$ cat src/rtl/sw_dispatch_arbiter.sv
// Round-robin dispatcher for a pool of switch instances: grants one request per
// cycle to a free instance, tracks it until ack, and reclaims it on timeout.
module sw_dispatch_arbiter #(
  parameter int NUM_SW_INST = 5,
  parameter int W_WIDTH     = 8,
  parameter int TIMEOUT     = 255
) (
  input  logic                   clk,
  input  logic                   rst,
  input  logic                   en,
  input  logic                   req_valid,
  output logic                   req_ready,
  input  logic [7:0]             req_op_id,
  input  logic [W_WIDTH-1:0]     req_addr,
  input  logic [NUM_SW_INST-1:0] sw_busy,
  input  logic [NUM_SW_INST-1:0] ack,
  output logic [NUM_SW_INST-1:0] sel_en,
  output logic [7:0]             op_id_out,
  output logic [W_WIDTH-1:0]     addr_out,
  output logic [NUM_SW_INST-1:0] pending,
  output logic                   idle,
  output logic [NUM_SW_INST-1:0] timeout_mask,
  output logic                   spurious_ack
);

  localparam int              IW       = $clog2(NUM_SW_INST);
  localparam logic [15:0]     CNT_LAST = 16'(TIMEOUT - 1);
  localparam logic [IW-1:0]   IDX_LAST = IW'(NUM_SW_INST - 1);

  logic [NUM_SW_INST-1:0] pending_q;
  logic [NUM_SW_INST-1:0] timeout_q;
  logic [NUM_SW_INST-1:0] sel_en_q;
  logic [NUM_SW_INST-1:0] free;
  logic [NUM_SW_INST-1:0] grant_oh;
  logic [IW-1:0]          rr_ptr_q;
  logic [IW-1:0]          grant_idx;
  logic                   grant_found;
  logic                   accept;
  logic [7:0]             op_id_q;
  logic [W_WIDTH-1:0]     addr_q;
  logic                   spurious_q;

  assign free      = ~pending_q & ~sw_busy;
  assign req_ready = en & (|free);
  assign accept    = req_valid & req_ready;

  // Walk the pool starting one past the last grant; first free index wins.
  always_comb begin
    logic [IW-1:0] cand;
    grant_found = 1'b0;
    grant_idx   = '0;
    cand        = rr_ptr_q;
    for (int k = 0; k < NUM_SW_INST; k++) begin
      cand = (cand == IDX_LAST) ? '0 : cand + IW'(1);
      if (!grant_found && free[cand]) begin
        grant_found = 1'b1;
        grant_idx   = cand;
      end
    end
  end

  for (genvar gi = 0; gi < NUM_SW_INST; gi++) begin : g_inst
    logic        pend_q;
    logic        pend_d;
    logic        to_q;
    logic        to_d;
    logic [15:0] cnt_q;
    logic [15:0] cnt_d;

    assign grant_oh[gi] = accept & grant_found & (grant_idx == IW'(gi));

    // Ack outranks the reclaim check, which in turn precedes the increment.
    always_comb begin
      pend_d = pend_q;
      cnt_d  = cnt_q;
      to_d   = 1'b0;
      if (grant_oh[gi]) begin
        pend_d = 1'b1;
        cnt_d  = '0;
      end else if (pend_q) begin
        if (ack[gi]) begin
          pend_d = 1'b0;
        end else if (cnt_q == CNT_LAST) begin
          pend_d = 1'b0;
          to_d   = 1'b1;
        end else begin
          cnt_d = cnt_q + 16'd1;
        end
      end
    end

    always_ff @(posedge clk or posedge rst) begin
      if (rst) begin
        pend_q <= 1'b0;
        to_q   <= 1'b0;
        cnt_q  <= '0;
      end else begin
        pend_q <= pend_d;
        to_q   <= to_d;
        cnt_q  <= cnt_d;
      end
    end

    assign pending_q[gi] = pend_q;
    assign timeout_q[gi] = to_q;
  end

  always_ff @(posedge clk or posedge rst) begin
    if (rst) begin
      rr_ptr_q   <= IDX_LAST;
      sel_en_q   <= '0;
      op_id_q    <= '0;
      addr_q     <= '0;
      spurious_q <= 1'b0;
    end else begin
      sel_en_q   <= grant_oh;
      spurious_q <= |(ack & ~pending_q);
      if (accept) begin
        rr_ptr_q <= grant_idx;
        op_id_q  <= req_op_id;
        addr_q   <= req_addr;
      end
    end
  end

  assign sel_en       = sel_en_q;
  assign op_id_out    = op_id_q;
  assign addr_out     = addr_q;
  assign pending      = pending_q;
  assign idle         = ~|pending_q;
  assign timeout_mask = timeout_q;
  assign spurious_ack = spurious_q;

endmodule

$ cat config.mk
export PLATFORM = sky130hd
export DESIGN_NAME = sw_dispatch_arbiter
export DESIGN_NICKNAME = d
export VERILOG_FILES = /design/src/rtl/sw_dispatch_arbiter.sv
export SDC_FILE = /design/constraint.sdc
export NUM_CORES = 1
export LEC_CHECK = 0
export CORE_ASPECT_RATIO = 1.5
export CORE_MARGIN = 2
export CORE_UTILIZATION = 26
export DETAILED_ROUTE_END_ITERATION = 10
export PLACE_DENSITY_LB_ADDON = 0.2
export SLEW_MARGIN = 20
export SYNTH_ARGS = -nofsm -noshare
export SYNTH_HDL_FRONTEND = slang
export SYNTH_SLANG_ARGS = --single-unit
$ cat constraint.sdc
create_clock -name clk -period 8.3 [get_ports clk]
set_input_delay 1.66 -clock clk [delete_from_list [all_inputs] [get_ports clk]]
set_output_delay 1.66 -clock clk [all_outputs]
set_load 0.01 [all_outputs]
## Word-level counts from Yosys, hierarchy flattened

Index checks and enable logic that the tools add are counted.

| storage, ports and cells | value |
|---|---|
| memories kept | 0 |
| register bits after elaboration | 115 |
| output and inout port bits | 34 |
| input bits | 30 |
| memory bits (writable) | 0 |
| latch bits | 0 |
| word-level logic and storage cells | 179 |
| bits in read-only memories | 0 |

| cells by class | value |
|---|---|
| mux-type cells | 85 |
| multipliers | 0 |
| $add $sub $neg | 10 |
| divide/modulo/power cells | 0 |
| order comparisons | 5 |
| shifts and indexed selects | 0 |
| eq/ne operators | 24 |
| bitwise gates (word level) | 12 |
| reduce and logical (&&, ||, !) cells | 23 |

Operator list:

| kind | count |
|---|---|
| $mux W16 | 20 |
| $add A16 B1 Y16 const B | 5 |
| $eq A16 B8 Y1 const B | 5 |
| $mux W1 | 50 |
| $mux W3 | 10 |
| $lt A3 B4 Y1 const B | 5 |
| $eq A3 B3 Y1 const B | 6 |
| $add A3 B1 Y3 const B | 5 |
| $bmux W1 S3 | 5 |
| $reduce_and A3 Y1 | 5 |
| $reduce_or A5 Y1 | 3 |
| $and A5 B5 Y5 | 2 |
| $ne A2 B1 Y1 const B | 5 |
| $ne A2 B2 Y1 const B | 5 |
| $not A5 Y5 | 2 |
| $reduce_bool A2 Y1 | 5 |
| $and A1 B1 Y1 | 8 |
| $eq A3 B2 Y1 const B | 2 |
| $logic_not A1 Y1 | 5 |
| $logic_and A1 B1 Y1 | 4 |
| $eq A3 B1 Y1 const B | 1 |
| $logic_not A3 Y1 | 1 |

## Depth between registers and ports, before layout

Gate-level depths: netlist of the first run.

| depth | value |
|---|---|
| word-level depth | 21 |
| depth in mapped cells | 20 |
| depth with buffers taken out | 16 |

## Least setup slack after synthesis of the first run

Ideal clock, no wire load.

| timing | value |
|---|---|
| kind | reg2reg |
| start | register rr_ptr_q[0] |
| end | register g_inst[4].cnt_q[0] |
| arrival time | 4.990 ns |
| data required time | 8.163 ns |
| setup time | 0.137 ns |
| slack | 3.173 ns |
| cell stages (with the launch flop) | 19 |
| period minus slack after synthesis | 5.127 ns |
| path through | dfrtp_1 > clkbuf_1 > inv_1 > ha_1 > clkbuf_1 > nand2_1 > ha_1 > o21ai_0 > a22oi_1 > ha_1 > inv_1 > o32ai_1 > o21ai_1 > and3_1 > or4_1 > a32o_2 > o41ai_4 > buf_6 > a21oi_1 |

| between the ends | value |
|---|---|
| longest elaborated chain between the ends | 21 |
| elaborated cells on any way between the ends | 51 |
| classes of those cells | 5 x add/sub; 8 x eq/ne; 26 x mux; 2 x bitwise; 10 x reduce/logical |

RTL lines:

| item | RTL line | text |
|---|---|---|
| start: declaration | 35 | `logic [IW-1:0] rr_ptr_q;` |
| start signal: assignment | 119 | `rr_ptr_q <= grant_idx;` |
| $add A3 B1 Y3 / $eq A3 B3 Y1 (equally long branches) | 54 | `cand = (cand == IDX_LAST) ? '0 : cand + IW'(1);` |
| $mux W3 * | 54 |  |
| parallel branches: the longest is 16 deep, another holds $add A3 B1 Y3 | - |  |
| $and A1 B1 Y1 * | 70 | `assign grant_oh[gi] = accept & grant_found & (grant_idx == IW'(gi));` |
| $ne A2 B2 Y1 (no source line) (tied with other cells) | - |  |
| $reduce_and A3 Y1 (no source line) | - |  |
| end signal: assignment | 100 | `cnt_q <= cnt_d;` |
| end: declaration | 67 | `logic [15:0] cnt_q;` |

Every way passes the cells marked *. The select of a mux whose other input is x is not followed.
A chain may end at the register's enable or synchronous reset.

## Worst setup path after layout of the first run

| timing | value |
|---|---|
| start | register rr_ptr_q[0] |
| end | register g_inst[2].cnt_q[9] |

| between the ends | value |
|---|---|
| longest elaborated chain between the ends | 21 |
| elaborated cells on any way between the ends | 51 |
| classes of those cells | 5 x add/sub; 8 x eq/ne; 26 x mux; 2 x bitwise; 10 x reduce/logical |

RTL lines:

| item | RTL line |
|---|---|
| $add A3 B1 Y3 / $eq A3 B3 Y1 (equally long branches) | 54 |
| $mux W3 * | 54 |
| parallel branches: the longest is 16 deep, another holds $add A3 B1 Y3 | - |
| $and A1 B1 Y1 * | 70 |
| $ne A2 B2 Y1 (no source line) (tied with other cells) | - |
| $reduce_and A3 Y1 (no source line) | - |
| end signal: assignment | 100 |
| end: declaration | 67 |

Marked as above.

==> results_dict.tcl, run 1 <==
set metrics [dict create \
    gp_congestion 0.822 \
    cts_tree "yes" \
    start_util 0.263 \
    grt_antenna_before_repair 0 \
    viasPerCell 4.91 \
    synth_edf_count 0 \
    ys_seq_area_frac 0.438 \
    die_x_um 134 \
    yosys_warnings 0 \
    clkSlewWorstSetupHoldPaths_ns 0.05 \
    netlist_top_cells_count "dfrtp_1 (114), a31oi_1 (65), nor2_1 (51)" \
    drive_gt1_frac 0.0991 \
    leakage_nw 3.26 \
    syn_inst 688 \
    drc 0 \
    min_from "addr_out[0]$_DFFE_PP0P_" \
    yosysMostFrequentCell "dfrtp_1" \
    post-synth-top-area-fraction 0.434 \
    setup_viol 0 \
    insertedDiodeCount 0 \
    synth_nets 734 \
    rsz0062_at_grt "no" \
    hold_buffers 0 \
    fin_setup_tns_ns 0 \
    worst_slew_pin_slew_ns 1.07 \
    clock-sinks 115 \
    grt_usage 0.135 \
    wl_per_cell_um 15.8 \
    endpoint_kind "flop" \
    synth.area.top_cells "dfrtp_1 (43%), a31oi_1 (6.2%), xor2_1 (5.6%)" \
    post-place-cells 1043 \
    critical_path.max_fanout 19 \
    ys_async_sr_fraction 1.00 \
    finalCritPeriodShare 0.740 \
    hold_violations 0 \
    drv_slew 0 \
    nets 780 \
    power_density_nw_per_um2 448 \
    die_area_um2 26600 \
    required_ns 8.56 \
    grt_pass1_wl_mm 28.6 \
    hp-class "flop to flop" \
    dieHeight_um 199 \
    finClkSkew_ns 0.00849 \
    final_util 0.323 \
    synth_top_area_cell "dfrtp_1" \
    slew_headroom 0.286 \
    clock_latency_ns 0.42 \
    routed_wl_mm 17.0 \
    ant_nets 0 \
    drv_cap 0 \
    crit_path_start_kind "flop" \
    min_period_ns 6.14 \
    cts_buffers 17 \
    cp-startpoint "rr_ptr_q[0]$_DFFE_PP0P_" \
    num_rows 71 \
    clock.fmax_ghz 0.163 \
    vdd_ir_drop_max_v 0.000312 \
    grt_max_degree 76 \
    fillCellCount 2540 \
    io_pins 64 \
    synthToLayoutAreaGrowth_pct 23.0 \
    synth-seq-cells 115 \
    cts_max_path_buffers 2 \
    htree_levels 4 \
    outcome "complete, no violations" \
    multi_input_area_um2 3360 \
    fin_cells 1075 \
    synth_cell_types 62 \
    critical_path_class "flop to flop" \
    syn_area_um2 6570 \
    portBuffers 63 \
    regArea_um2 2880 \
    drtPass1Iterations 5 \
    ctsResizeCount 0 \
    critPathArrivalTime_ns 6.40 \
    r2r-start "rr_ptr_q[0]$_DFFE_PP0P_" \
    cts_root_buffer "clkbuf_16" \
    cts_setup_buffers 0 \
    place_hpwl_mm 11.5 \
    gr-total-overflow 0 \
    via_count 5281 \
    drt_iter0_drc 296 \
    core_um2 25000 \
    grt_pass1_vias 5520 \
    synth_area_per_cell_um2 9.54 \
    synth_flop_cell "dfrtp_1" \
]
## per-layer routing
layer / part of all wire / track usage / wire length (µm) / up-vias
met5: 0 / 0 / 0 / -
met4: 0.016 / 0.0489 / 271 / 0
met3: 0.029 / 0.0252 / 492 / 16
met2: 0.54 / 0.249 / 9150 / 90
met1: 0.42 / 0.153 / 7080 / 2593
li1: - / - / - / 2582
## power breakdown
group	leakage (nW)	internal, mW	switching [mW]
Clock	0.296	0.503	0.259
Sequential	1.54	0.630	0.0773
Combinational	1.42	0.648	1.50
## worst paths after layout
check	end	slack, ns	depth (start not counted)
min reg2reg	addr_out[0]$_DFFE_PP0P_	0.50	1
max in group asynchronous	g_inst[2].cnt_q[6]$_DFFE_PP0P_	5.31	3
max reg2reg	g_inst[2].cnt_q[9]$_DFFE_PP0P_	2.16	16
min in group asynchronous	addr_out[3]$_DFFE_PP0P_	1.67	2
min	addr_out[0]$_DFFE_PP0P_	0.50	1
max	g_inst[2].cnt_q[9]$_DFFE_PP0P_	2.16	16
## placed cells by master (no fill, tap or decap), drive strengths merged, types with 8 or more instances in the layout
cell,n
inv,31
clkdlybuf4s50,63
mux2,20
a21oi,28
nor3,19
xnor2,33
o21ai,10
nor2,51
nand4,21
clkbuf,24
a31oi,65
nand3,24
and3,17
dfrtp,114
ha,16
nand2,50
xor2,42
buf,8
## critical path, stage by stage (launching register included)
cell	delay, ns
dfrtp_1	0.61
inv_1	0.14
ha_1	0.46
nand2_1	0.17
ha_1	0.26
o21ai_0	0.11
a22oi_1	0.38
ha_1	0.25
inv_1	0.04
o32ai_1	0.85
o21ai_1	0.38
and3_1	0.32
or4_1	0.47
a32o_2	0.35
o21ai_2	0.69
buf_4	0.37
a31oi_1	0.12
## registers in the layout (all words and copies together), names as in the netlist
register	flops
g_inst.to_q	5
spurious_ack	1
op_id_out	8
addr_out	8
g_inst.cnt_q	80
sel_en	5
rr_ptr_q	3
g_inst.pend_q	5
## kinds of logic after synthesis
kind of cell | synth area share
AOI/OAI and AO/OA | 0.153
xor gates and xnor gates | 0.100
adders and majority gates | 0.0305
buffers and inverters | 0.0522
DFF | 0.438
muxes | 0.0434
and+or+nand+nor | 0.183
## layout make-up
cell class              instances  share of cell area
clock buffers                  24              0.0609
clock inverters                 8              0.0153
inverters                      31              0.0147
multi-input cells             498               0.416
flip-flops and latches        115               0.357
well taps                     328              0.0508
repair buffers                 71              0.0855
## metrics by stage
| step | hold WS, ns | setup slack (ns) | power [mW] | instance area (µm²) |
|---|---|---|---|---|
| 2_1_floorplan | 0.523 | 3.17 | 2.26 | 6570 |
| 3_3_place_gp | 0.489 | 2.36 | 2.91 | 7460 |
| 3_5_place_dp | 0.495 | 2.20 | 2.89 | 7460 |
| 4_1_cts | 0.509 | 2.20 | 3.67 | 8080 |
| 5_1_grt | 0.522 | 1.57 | 3.91 | 8080 |
| 6_report | 0.503 | 2.16 | 3.62 | 8080 |
(Power assumes the default switching activity.)
==> inputs of run 2 (changes only) <==
clock period = 5.1 ns   (was 8.3 ns; I/O delays follow)
==> run 2 against run 1 <==
Clock skew grew 0.0024 ns. Setup slack lost 1.8 ns. Worst hold slack is essentially flat. Flip-flop and latch count is the same. Combinational power grew 85%. Maximum frequency grew 29%. Non-clock buffer count grew 14. Final cell count grew 1.3%. Clock power grew 64%. Wire length grew 0.92%. Die area is the same.
==> results_dict.tcl, run 2 (same netlist as run 1, synthesis figures left out) <==
set metrics [dict create \
    grt_pass1_vias 5594 \
    drt_iter0_drc 290 \
    final_cell_mix "dfrtp_1 (114), a31oi_1 (65), clkdlybuf4s50_1 (63)" \
    crit_path_start_kind "flop" \
    wl_per_cell_um 15.7 \
    start_util 0.263 \
    critPathArrivalTime_ns 5.01 \
    drv_cap 0 \
    finalCritPeriodShare 0.935 \
    required_ns 5.34 \
    io_pins 64 \
    rr_worst_depth 14 \
    fin_cells 1089 \
    fin_setup_tns_ns 0 \
    drv_slew 0 \
    routed_wl_mm 17.2 \
    min_to "op_id_out[5]$_DFFE_PP0P_" \
    crit_chain "inv_1 > ha_1 > a21o_1 > ha_1 > or4b_1 > and3_1 > o22a_1 > or4_1 > and3_1 > or4_1 > a32o_2 > o41ai_4 > buf_4 > a221oi_1" \
    die_area_um2 26600 \
    regMostFlops "g_inst.cnt_q" \
    ant_nets 0 \
    leakage_nw 3.34 \
    core_um2 25000 \
    slew_headroom 0.429 \
    clock_latency_ns 0.42 \
    die_x_um 134 \
    viasPerCell 4.94 \
    drive_gt1_frac 0.120 \
    hp-class "flop to flop" \
    grt_usage 0.137 \
    htree_levels 4 \
    synthToLayoutAreaGrowth_pct 25.3 \
    critPathBufInv 2 \
    ctsResizeCount 0 \
    vdd_ir_drop_max_v 0.000655 \
    hold_depth 1 \
    cts_buffers 17 \
    path_delay_family "simple AND/OR/NAND/NOR gates" \
    clkSlewWorstSetupHoldPaths_ns 0.06 \
    hold_violations 0 \
    worst_slew_pin_slew_ns 0.856 \
    largest_reg_flops 80 \
    final_util 0.330 \
    gp_congestion 0.839 \
    post-place-cells 1057 \
    place_hpwl_mm 11.9 \
    cts_setup_buffers 0 \
    r2r-end "g_inst[4].cnt_q[1]$_DFFE_PP0P_" \
    nets 794 \
    cts_tree "yes" \
    outcome "complete, no violations" \
    place_area_um2 7610 \
    via_count 5378 \
    r2r-start "rr_ptr_q[1]$_DFFE_PP0P_" \
    final_common_cell "dfrtp_1" \
    critical_path.max_fanout 19 \
    power_density_nw_per_um2 773 \
    cp_slowest_cell "or4b_1" \
    critical_path_class "flop to flop" \
    hold_buffers 0 \
    insertedDiodeCount 0 \
    clock.fmax_ghz 0.210 \
    cts_max_path_buffers 2 \
    cpPeakStageDelay_ns 0.56 \
    rsz0062_at_grt "no" \
    clock-sinks 115 \
    ff2ff_setup_slack_ns 0.33 \
    drtPass1Iterations 4 \
    dieHeight_um 199 \
    portBuffers 63 \
    num_rows 71 \
    grt_antenna_before_repair 0 \
    min_from "op_id_out[5]$_DFFE_PP0P_" \
    grt_pass1_wl_mm 29.0 \
    setup_viol 0 \
    drc 0 \
    min_period_ns 4.77 \
    endpoint_kind "flop" \
    finClkSkew_ns 0.0109 \
    cts_root_buffer "clkbuf_16" \
    grt_max_degree 74 \
    finalInstanceArea_um2 8230 \
    gr-total-overflow 0 \
    whs_ns 0.503 \
]
[run 2: changes by cell type in the layout (fill, tap and decap cells not counted), sizes merged]
| cell | delta |
|---|---|
| buf | +14 |
| clkbuf | -6 |
| clkinv | +3 |
| clkinvlp | +2 |
| bufinv | +1 |
[run 2: where the power goes]
part           switching (mW)  total [mW]  internal [mW]
combinational            2.58        3.98           1.39
sequential              0.110        1.13           1.02
clock                   0.439        1.25          0.814
total                    3.13        6.36           3.23
[run 2: final cells by class]
class / count / area (µm²)
tap: 328 / 410
fill: 2596 / 16700
multi-input combinational: 498 / 3370
clock inverter: 14 / 188
inverter: 31 / 119
clock buffer: 18 / 429
sequential: 115 / 2880
timing repair buffer: 85 / 833
[run 2: per-stage QoR]
step	setup slack, ns	power (mW)
CTS	0.324	6.45
detailed placement	0.361	5.16
global placement	0.304	5.19
finish	0.334	6.36
floorplan	0.0592	3.68
global route	0.0109	6.82
[run 2: routing by layer]
layer  up-vias  GRT usage  part of all wire
li1       2618          -                 -
met1      2620      0.155              0.41
met2       109      0.246              0.53
met3        31     0.0288             0.035
met4         0     0.0650             0.031
met5         -          0                 0
[run 2: worst max path at each step]
stage                                  from                             end  slack (ns)  cells past startpoint
floorplan           rr_ptr_q[0]$_DFFE_PP0P_  g_inst[4].cnt_q[0]$_DFFE_PP0P_        0.06                     17
global placement    rr_ptr_q[1]$_DFFE_PP0P_         rr_ptr_q[0]$_DFFE_PP0P_        0.30                     17
detailed placement  rr_ptr_q[1]$_DFFE_PP0P_  g_inst[4].cnt_q[1]$_DFFE_PP0P_        0.36                     14
CTS                 rr_ptr_q[1]$_DFFE_PP0P_  g_inst[4].cnt_q[1]$_DFFE_PP0P_        0.32                     14
global route        rr_ptr_q[1]$_DFFE_PP0P_  g_inst[2].cnt_q[5]$_DFFE_PP0P_        0.01                     15
finish              rr_ptr_q[1]$_DFFE_PP0P_  g_inst[4].cnt_q[1]$_DFFE_PP0P_        0.33                     14
==> inputs of run 3 (changes only) <==
DONT_BUFFER_PORTS = 1   (was default)
clock period = 3.9 ns   (was 5.1 ns; I/O delays follow)
==> run 3 against run 2 <==
The run now ends with setup timing left. Clock skew decreased by 0.0019 ns. Worst hold slack worse by 0.10 ns. Clock-buffer cell count up 6. Wire length grew 16%. Sequential share of layout area down 2.9 points. Critical path type unchanged. Critical endpoint is now g_inst[2].cnt_q[13]$_DFFE_PP0P_. Largest cell class unchanged. Highest routed layer unchanged.
==> results_dict.tcl, run 3 (same netlist as run 1, synthesis figures left out) <==
set metrics [dict create \
    outcome "finished, violations left" \
    violations "setup timing" \
    drv_cap 0 \
    final_cell_mix "dfrtp_1 (114), buf_4 (56), nor2_1 (50)" \
    drv_slew 0 \
    die_area_um2 26600 \
    viasPerCell 5.00 \
    clock.fmax_ghz 0.239 \
    grt_max_degree 64 \
    hold_violations 0 \
    rsz0062_at_grt "yes" \
    grt_antenna_before_repair 0 \
    multi_input_area_um2 3890 \
    min_period_ns 4.18 \
    final_common_cell "dfrtp_1" \
    regArea_um2 2880 \
    clock_latency_ns 0.42 \
    ant_nets 0 \
    cts_tree "yes" \
    hold_buffers 0 \
    regMostFlops "g_inst.cnt_q" \
    crit_path_start_kind "flop" \
    finClkSkew_ns 0.00893 \
    start_util 0.263 \
    endpoint_kind "flop" \
    num_rows 71 \
    cp-startpoint "rr_ptr_q[0]$_DFFE_PP0P_" \
    io_pins 64 \
    critical_path_class "flop to flop" \
    clkSlewWorstSetupHoldPaths_ns 0.05 \
    rr_worst_depth 17 \
    via_count 5467 \
    grt_pass1_wl_mm 30.8 \
    htree_levels 4 \
    wl_per_cell_um 18.2 \
    cts_buffers 17 \
    layout_setup_ws_ns -0.284 \
    setup_viol 92 \
    post-place-cells 1033 \
    place_hpwl_mm 12.4 \
    nets 801 \
    grt_pass1_vias 5738 \
    clock-sinks 115 \
    dieHeight_um 199 \
    cts_root_buffer "clkbuf_16" \
    cts_max_path_buffers 2 \
    r2r-end "g_inst[2].cnt_q[13]$_DFFE_PP0P_" \
    drt_iter0_drc 269 \
    finalCritPeriodShare 1.07 \
    critPathArrivalTime_ns 4.48 \
    routed_wl_mm 19.9 \
    die_x_um 134 \
    slew_headroom 0.410 \
    core_um2 25000 \
    ff2ff_setup_slack_ns -0.28 \
    gp_congestion 0.814 \
    critical_path.max_fanout 4 \
    largest_reg_flops 80 \
    portBuffers 0 \
    drive_gt1_frac 0.263 \
    synthToLayoutAreaGrowth_pct 36.6 \
    post-place-ws_ns -0.343 \
    drtPass1Iterations 4 \
    insertedDiodeCount 0 \
    grt_usage 0.149 \
    fin_cells 1093 \
    hp-class "input port to async pin" \
    required_ns 4.19 \
    fillCellCount 2494 \
    gr-total-overflow 0 \
    worst_slew_pin_slew_ns 0.886 \
    drc 0 \
    r2r-start "rr_ptr_q[0]$_DFFE_PP0P_" \
    crit_end "g_inst[2].cnt_q[13]$_DFFE_PP0P_" \
]
[run 3: cell types whose count changed in the layout (fill, tap and decap cells not counted), sizes merged]
cell / previous run / this run
clkdlybuf4s50: 63 / 0
clkbuf: 18 / 29
clkinvlp: 4 / 1
bufinv: 4 / 1
buf: 22 / 87
clkinv: 6 / 3
[run 3: metal layers]
metal / routed length [µm] / part of all wire / track usage / vias to the layer above
met5: 0 / 0 / 0 / -
met4: 592 / 0.030 / 0.0646 / 0
met3: 579 / 0.029 / 0.0252 / 32
li1: - / - / - / 2627
met1: 7890 / 0.40 / 0.166 / 2705
met2: 10800 / 0.54 / 0.278 / 103
[run 3: per-stage QoR]
| stage | setup TNS (ns) | instance area (µm²) | hold slack, ns | utilization |
|---|---|---|---|---|
| after floorplan | -43.64 | 6660 | 0.523 | - |
| after global placement | -25.19 | 7370 | 0.546 | 0.295 |
| after detailed placement | -25.94 | 7370 | 0.548 | 0.295 |
| after CTS | -19.54 | 8380 | 0.406 | 0.336 |
| after global routing | -26.92 | 8970 | 0.411 | 0.359 |
| final | -18.25 | 8970 | 0.403 | 0.359 |
[run 3: repair_timing]
item                                    4_1_cts  5_1_grt
pin swaps                                    28       22
hold endpoints to repair                      0        0
cloned                                        9        6
resized for setup                            26       63
endpoints found under the setup margin       93       93
buffers inserted                             13        6
[run 3: final cells by class]
cell class / count / area share
inverters: 31 / 0.0135
flip-flops and latches: 115 / 0.321
multi-input cells: 498 / 0.434
repair buffers: 92 / 0.125
clock buffers: 24 / 0.0548
well taps: 328 / 0.0458
clock inverters: 5 / 0.00586
[run 3: how the worst min path moves through the flow]
| stage | from | endpoint | slack (ns) | cells past startpoint |
|---|---|---|---|---|
| 2_1_floorplan | g_inst[0].cnt_q[15]$_DFFE_PP0P_ | g_inst[0].cnt_q[15]$_DFFE_PP0P_ | 0.52 | 2 |
| 3_3_place_gp | g_inst[0].cnt_q[15]$_DFFE_PP0P_ | g_inst[0].cnt_q[15]$_DFFE_PP0P_ | 0.55 | 2 |
| 3_5_place_dp | g_inst[0].cnt_q[15]$_DFFE_PP0P_ | g_inst[0].cnt_q[15]$_DFFE_PP0P_ | 0.55 | 2 |
| 4_1_cts | ack[2] | g_inst[2].to_q$_DFF_PP0_ | 0.41 | 1 |
| 5_1_grt | ack[2] | g_inst[2].to_q$_DFF_PP0_ | 0.41 | 1 |
| 6_report | rst | g_inst[0].cnt_q[6]$_DFFE_PP0P_ | 0.40 | 1 |
[run 3: worst max-delay path: stages (launching register included)]
cell,delay [ns]
dfrtp_1,0.38
inv_4,0.05
ha_4,0.16
a21o_1,0.19
ha_4,0.17
or4b_4,0.48
and3_4,0.16
o22a_1,0.20
or4_4,0.54
and3_4,0.17
or4_1,0.40
a32o_2,0.31
buf_6,0.13
buf_6,0.11
o21ai_4,0.21
buf_6,0.17
clkbuf_16,0.14
a31oi_1,0.07
Power of run 3 is left out: the tool's default activity adds up to more than one toggle a clock period on the data nets, which glitch-free logic cannot reach.
